===== src/rtl/gpzda_sentence_ctrl.sv =====
// GPZDA sentence controller: header match, BCD time/date capture,
// XOR checksum check, one-cycle valid/error pulses.
module gpzda_sentence_ctrl #(
  parameter int MAX_LEN = 82
) (
  input  logic        clock,
  input  logic        reset_n,
  input  logic        load,
  input  logic [7:0]  data,
  output logic        busy,
  output logic        valid,
  output logic        error,
  output logic [2:0]  err_code,
  output logic [7:0]  hour,
  output logic [7:0]  minute,
  output logic [7:0]  second,
  output logic [7:0]  day,
  output logic [7:0]  month,
  output logic [15:0] year
);

  localparam int LW = $clog2(MAX_LEN + 2);

  typedef enum logic [2:0] {
    S_IDLE,
    S_HEADER,
    S_FIELDS,
    S_CS_HI,
    S_CS_LO
  } state_t;

  state_t r_state, w_next;

  logic [2:0]    r_hidx;
  logic [7:0]    r_xor;
  logic [LW-1:0] r_len;
  logic [2:0]    r_field;
  logic [2:0]    r_dcnt;
  logic          r_frac;
  logic [3:0]    r_cs_hi;
  logic [23:0]   r_sh_time;
  logic [7:0]    r_sh_day;
  logic [7:0]    r_sh_mon;
  logic [15:0]   r_sh_year;
  logic          r_valid;
  logic          r_error;
  logic [2:0]    r_code;
  logic [7:0]    r_hour, r_min, r_sec;
  logic [7:0]    r_day, r_mon;
  logic [15:0]   r_year;

  logic       w_dollar, w_comma, w_star, w_dot;
  logic       w_digit, w_hex;
  logic [3:0] w_nib;
  logic [7:0] w_ref;
  logic       w_hmatch;
  logic       w_in_sent;
  logic       w_ovf;
  logic       w_cnt_ok;
  logic       w_fld_bad;
  logic       w_fmt_bad;
  logic       w_cs_ok;
  logic       w_set_valid;
  logic       w_set_err;
  logic [2:0] w_code;
  logic       w_int_digit;

  assign w_dollar = (data == 8'h24);
  assign w_comma  = (data == 8'h2C);
  assign w_star   = (data == 8'h2A);
  assign w_dot    = (data == 8'h2E);
  assign w_digit  = (data >= 8'h30) && (data <= 8'h39);
  assign w_hex    = w_digit ||
                    ((data >= 8'h41) && (data <= 8'h46));
  assign w_nib    = w_digit ? data[3:0]
                            : 4'(data[3:0] + 4'd9);

  assign w_hmatch  = (data == w_ref);
  assign w_in_sent = (r_state == S_FIELDS) ||
                     (r_state == S_CS_HI) ||
                     (r_state == S_CS_LO);
  assign w_ovf     = (r_len >= LW'(MAX_LEN));
  assign w_cs_ok   = ({r_cs_hi, w_nib} == r_xor);

  // Fractional seconds digits are skipped, not counted
  assign w_int_digit = w_digit &&
                       !((r_field == 3'd1) && r_frac);

  assign busy     = (r_state != S_IDLE);
  assign valid    = r_valid;
  assign error    = r_error;
  assign err_code = r_code;
  assign hour     = r_hour;
  assign minute   = r_min;
  assign second   = r_sec;
  assign day      = r_day;
  assign month    = r_mon;
  assign year     = r_year;

  // Reference header byte for the comparer position
  always_comb begin
    w_ref = 8'h24;
    case (r_hidx)
      3'd1:    w_ref = 8'h47;
      3'd2:    w_ref = 8'h50;
      3'd3:    w_ref = 8'h5A;
      3'd4:    w_ref = 8'h44;
      3'd5:    w_ref = 8'h41;
      default: w_ref = 8'h24;
    endcase
  end

  // Required digit count for the field being closed
  always_comb begin
    w_cnt_ok = 1'b1;
    case (r_field)
      3'd1:    w_cnt_ok = (r_dcnt == 3'd6);
      3'd2:    w_cnt_ok = (r_dcnt == 3'd2);
      3'd3:    w_cnt_ok = (r_dcnt == 3'd2);
      3'd4:    w_cnt_ok = (r_dcnt == 3'd4);
      default: w_cnt_ok = 1'b1;
    endcase
  end

  // Format violation for the current byte
  always_comb begin
    w_fld_bad = 1'b0;
    unique case (1'b1)
      w_comma: w_fld_bad = !w_cnt_ok;
      w_star:  w_fld_bad = !w_cnt_ok ||
                           (r_field != 3'd6);
      w_dot:   w_fld_bad = (r_field == 3'd1) ? r_frac
                           : (r_field <= 3'd4);
      w_digit: w_fld_bad = (r_field == 3'd0);
      default: w_fld_bad = (r_field <= 3'd4);
    endcase
    w_fmt_bad = (r_state == S_FIELDS) ? w_fld_bad
                                      : !w_hex;
  end

  // State register
  always_ff @(posedge clock or negedge reset_n) begin
    if (!reset_n) r_state <= S_IDLE;
    else          r_state <= w_next;
  end

  // Next-state logic
  always_comb begin
    w_next = r_state;
    if (load) begin
      if (w_dollar) begin
        w_next = S_HEADER;
      end else begin
        case (r_state)
          S_IDLE: w_next = S_IDLE;
          S_HEADER: begin
            if (!w_hmatch)
              w_next = S_IDLE;
            else if (r_hidx == 3'd5)
              w_next = S_FIELDS;
          end
          default: begin
            if (w_ovf || w_fmt_bad)
              w_next = S_IDLE;
            else if (r_state == S_CS_LO)
              w_next = S_IDLE;
            else if (r_state == S_CS_HI)
              w_next = S_CS_LO;
            else if (w_star)
              w_next = S_CS_HI;
          end
        endcase
      end
    end
  end

  // Pulse decisions, highest-priority reason wins
  always_comb begin
    w_set_valid = 1'b0;
    w_set_err   = 1'b0;
    w_code      = 3'd0;
    if (load && w_in_sent) begin
      if (w_dollar) begin
        w_set_err = 1'b1;
        w_code    = 3'd4;
      end else if (w_ovf) begin
        w_set_err = 1'b1;
        w_code    = 3'd3;
      end else if (w_fmt_bad) begin
        w_set_err = 1'b1;
        w_code    = 3'd2;
      end else if (r_state == S_CS_LO) begin
        if (w_cs_ok) begin
          w_set_valid = 1'b1;
        end else begin
          w_set_err = 1'b1;
          w_code    = 3'd1;
        end
      end
    end
  end

  // Datapath: counters, checksum, shadows, outputs
  always_ff @(posedge clock or negedge reset_n) begin
    if (!reset_n) begin
      r_hidx    <= '0;
      r_xor     <= '0;
      r_len     <= '0;
      r_field   <= '0;
      r_dcnt    <= '0;
      r_frac    <= 1'b0;
      r_cs_hi   <= '0;
      r_sh_time <= '0;
      r_sh_day  <= '0;
      r_sh_mon  <= '0;
      r_sh_year <= '0;
      r_valid   <= 1'b0;
      r_error   <= 1'b0;
      r_code    <= '0;
      r_hour    <= '0;
      r_min     <= '0;
      r_sec     <= '0;
      r_day     <= '0;
      r_mon     <= '0;
      r_year    <= '0;
    end else begin
      r_valid <= w_set_valid;
      r_error <= w_set_err;
      r_code  <= w_code;
      if (w_set_valid) begin
        r_hour <= r_sh_time[23:16];
        r_min  <= r_sh_time[15:8];
        r_sec  <= r_sh_time[7:0];
        r_day  <= r_sh_day;
        r_mon  <= r_sh_mon;
        r_year <= r_sh_year;
      end
      if (load) begin
        if (w_dollar) begin
          r_xor  <= '0;
          r_len  <= LW'(1);
          r_hidx <= 3'd1;
        end else if (r_state != S_IDLE) begin
          r_len <= r_len + LW'(1);
          case (r_state)
            S_HEADER: begin
              r_xor   <= r_xor ^ data;
              r_hidx  <= r_hidx + 3'd1;
              r_field <= '0;
              r_dcnt  <= '0;
              r_frac  <= 1'b0;
            end
            S_FIELDS: begin
              if (!w_star)
                r_xor <= r_xor ^ data;
              if (w_comma) begin
                if (r_field != 3'd7)
                  r_field <= r_field + 3'd1;
                r_dcnt <= '0;
                r_frac <= 1'b0;
              end else if (w_dot) begin
                r_frac <= 1'b1;
              end else if (w_int_digit) begin
                if (r_dcnt != 3'd7)
                  r_dcnt <= r_dcnt + 3'd1;
                case (r_field)
                  3'd1: r_sh_time <=
                    {r_sh_time[19:0], data[3:0]};
                  3'd2: r_sh_day <=
                    {r_sh_day[3:0], data[3:0]};
                  3'd3: r_sh_mon <=
                    {r_sh_mon[3:0], data[3:0]};
                  3'd4: r_sh_year <=
                    {r_sh_year[11:0], data[3:0]};
                  default: ;
                endcase
              end
            end
            S_CS_HI: r_cs_hi <= w_nib;
            default: ;
          endcase
        end
      end
    end
  end

endmodule


===== config.mk =====
export PLATFORM = sky130hd
export DESIGN_NAME = gpzda_sentence_ctrl
export DESIGN_NICKNAME = d
export VERILOG_FILES = /design/src/rtl/gpzda_sentence_ctrl.sv
export SDC_FILE = /design/constraint.sdc
export NUM_CORES = 1
export LEC_CHECK = 0
export CAP_MARGIN = 20
export CORE_MARGIN = 2
export CORE_UTILIZATION = 30
export DETAILED_ROUTE_END_ITERATION = 6
export PLACE_DENSITY = 0.5
export RECOVER_POWER = 100
export SYNTH_ARGS = -nofsm -noshare
export SYNTH_HDL_FRONTEND = slang
export SYNTH_SLANG_ARGS = --single-unit
export TNS_END_PERCENT = 30

===== constraint.sdc =====
create_clock -name clock -period 2.8 [get_ports clock]
set_clock_uncertainty 0.2 [all_clocks]
set_input_delay 0.28 -clock clock [delete_from_list [all_inputs] [get_ports clock]]
set_output_delay 0.28 -clock clock [all_outputs]
set_load 0.05 [all_outputs]

==> results of run 1 <==
synthesized netlist by cell type (3+ instances only):
cell / number
nor3_1: 7
dfrtp_1: 149
and2_1: 3
clkbuf_1: 12
xor2_1: 18
inv_1: 20
nor2_1: 25
nand3_1: 10
buf_6: 5
nor4_1: 3
o211ai_1: 3
mux2_4: 29
buf_2: 5
o31ai_1: 5
nand2b_1: 6
o2bb2ai_1: 3
mux2i_1: 4
and3_1: 4
o21ai_0: 19
or3_1: 7
nor2b_1: 5
xnor2_1: 6
mux2_2: 81
a21oi_1: 8
ha_1: 20
nand2_1: 38
repair_timing:
action | 4_1_cts | 5_1_grt
endpoints found under the setup margin | 57 | 110
hold buffers | 1 | 0
resized for setup | 4 | 10
cloned | 0 | 6
hold endpoints to repair | 98 | 0
buffers inserted | 0 | 2
pin swaps | 0 | 6
critical path, stage by stage (launching register included):
cell	delay [ps]
dfrtp_1	400
xor2_1	170
nor4_1	270
buf_4	170
o31ai_2	50
o31a_1	240
a211o_1	270
or4b_4	670
clkbuf_16	210
mux2_4	290
state kept, by name (all words and copies together) (netlist names), 3 cells and up:
| register | count |
|---|---|
| r_sh_time | 24 |
| r_sh_year | 16 |
| year | 16 |
| day | 8 |
| hour | 8 |
| minute | 8 |
| month | 8 |
| r_sh_day | 8 |
| r_sh_mon | 8 |
| r_xor | 8 |
| second | 8 |
| r_len | 7 |
| r_cs_hi | 4 |
| err_code | 3 |
| r_dcnt | 3 |
| r_field | 3 |
| r_hidx | 3 |
| r_state | 3 |
cell families after synthesis:
group           Yosys count
mux                     114
buf+inv                  44
flops                   149
fa+ha+maj                20
simple gates            122
compound gates           68
xor+xnor                 24
power by group through the flow:
stage	logic, W	clock network [W]	registers, W
after global placement	0.000692	0	0.00243
after detailed placement	0.000718	0	0.00243
after global routing	0.000833	0.00252	0.00241
after CTS	0.000728	0.00241	0.00239
final	0.000732	0.00236	0.00240
after floorplan	0.000424	0	0.00242
per-stage QoR:
step / worst slack [ps] / area [um2] / std cells / utilization (%)
floorplan: -288 / 6990 / 541 / -
global placement: -746 / 8520 / 951 / 37.8
detailed placement: -807 / 8520 / 951 / 37.8
CTS: -274 / 9140 / 984 / 40.5
global route: -352 / 9310 / 992 / 41.2
finish: -279 / 9310 / 992 / 41.2
cell type report:
type | count | share of cell area, %
clock buffers | 19 | 4.65
clock inverters | 13 | 1.84
inverters | 21 | 0.954
multi-input cells | 349 | 32.6
flip-flops and latches | 149 | 40.1
well taps | 285 | 3.83
repair buffers | 156 | 16.0
worst min-delay path by stage:
| stage | to | slack [ps] | cells after the start |
|---|---|---|---|
| floorplan | day[0] | -220 | 0 |
| global placement | minute[2] | -1 | 1 |
| detailed placement | hour[2] | -0.9 | 1 |
| CTS | hour[2] | 120 | 2 |
| global route | r_sh_time[2] | 300 | 3 |
| finish | r_sh_time[1] | 280 | 4 |
metal layers:
| metal | wire [um] | vias to the layer above | GRT usage (%) |
|---|---|---|---|
| li1 | - | 2226 | - |
| met1 | 7760 | 2351 | 18.6 |
| met2 | 7800 | 98 | 22.8 |
| met3 | 761 | 11 | 3.31 |
| met4 | 117 | 0 | 3.01 |
| met5 | 0 | - | 0 |
==> impl_metrics.ini, run 1 <==
[synthesis]
synth.distinct_cells = 63
syn_inst = 541
yosysSeqAreaShare_pct = 54.1
synth_top_cell_by_area = dfrtp_1
synth_mux_area_share_pct = 20.1
synth_seq_cells = 149
yosys_warnings = 0
synth-xor-area-share_pct = 3.05
synth_ff_type = dfrtp_1
synth_nets = 572
yosys.area_share.simple_pct = 9.11
synthArstFlopShare_pct = 100
synth-compound-area-share_pct = 6.88
synth_area_um2 = 6890
synth_fa_ha_area_share_pct = 3.63
synth_enable_flop_cells = 0
synth.area.top_cells = dfrtp_1 54%, mux2_2 13%, mux2_4 6.3%
netlist.area_leader.share_pct = 54.1
synth_top_family_by_area = multiplexers
avgSynthCellArea_um2 = 12.7

[pwr]
intPower_w = 0.00404
power_density_nw_per_um2 = 589
p_leak_nw = 4.69
combPwrFrac_pct = 13.3
total_power_w = 0.00549
p_seq_share_pct = 43.7
netSwitchingFraction_pct = 26.3
p_clk_share_pct = 42.9
power.switching_w = 0.00144
ir_drop_v = 0.000343

[global_route]
grt_pass1_wl_mm = 26.3
track_usage_pct = 13.8
grt_pass1_vias = 4891
grt_max_degree = 81
antenna_found_initial = 0
overflow = 0

[routing]
drc_errors = 0
avgRoutedWirePerCell_um = 16.6
drtAntennaViolNets = 0
viasPerCell = 4.72
drt_iter0_drc = 196
dr.pass1.iters = 4
drt_wl_total_mm = 16.4
num_vias = 4686

[sta]
setup_violations = 56
fin_tns_setup_ps = -12900
final_hold_viol_count = 0
max-slew-margin-rel_pct = -36.6
fin_hold_ws_ps = 277
rsz0062_at_grt = yes
fmax_mhz = 325
period_needed_ps = 3080
post-route-period-util_pct = 110
worst_pin_slew_ps = 2050
slew_violations = 36
setup_ws_ps = -279

[hold_path]
hp-class = in2reg
hp-start = data[1]

[flow_run]
max-cap-violations = 1

[placement]
io_buffers = 72
place.gp.congestion = 0.839
place_hpwl_mm = 11.6

[finish]
regArea_um2 = 3730
final_cell_mix = 149 x dfrtp_1, 81 x mux2_2, 70 x buf_4
drive_gt1_share_pct = 34.4
filler_cell_count = 2128
nNetsFinal = 725
area_growth_pct = 35.1
final_common_cell = dfrtp_1
n_antenna_cell = 0
multiInputGateArea_um2 = 3040

[clocking]
cts-root-buf = clkbuf_16
cts_buffers = 17
cts.sinks = 149
h-tree-depth = 4
worstSkewPairLatency_ps = 420
clockBufferDepth = 2
path_clk_slew_ps = 60
cts_tree = yes

[critical_path]
ff2ff_path_depth = 9
end_kind = register
required_ps = 2900
critPathKind = reg2reg
reg2reg_from = r_cs_hi[1]
crit_end = year[15]
start_kind = register
r2r_slack_ps = -280
crit_arrival_ps = 3180
startpoint = r_cs_hi[1]
r2r_end = year[15]
crit_path_max_fanout = 5

[status]
status = finished with violations
violations = max-capacitance violations, max-slew violations, negative setup slack

[die]
start_util_pct = 30.5
row_count = 55
die_area_um2 = 24200
io_pins = 73
die_y_um = 156
die_w_um = 156
core_um2 = 22600
No activity file was read; power rests on OpenSTA's default activity.
==> run 2: changes to the inputs <==
--- a/config.mk
+++ b/config.mk
@@ -5,7 +5,6 @@
 export SDC_FILE = /design/constraint.sdc
 export NUM_CORES = 1
 export LEC_CHECK = 0
-export CAP_MARGIN = 20
 export CORE_MARGIN = 2
 export CORE_UTILIZATION = 30
 export DETAILED_ROUTE_END_ITERATION = 6
==> results of run 2 <==
The final DEF is identical to that of run 1; final timing and power are the same.
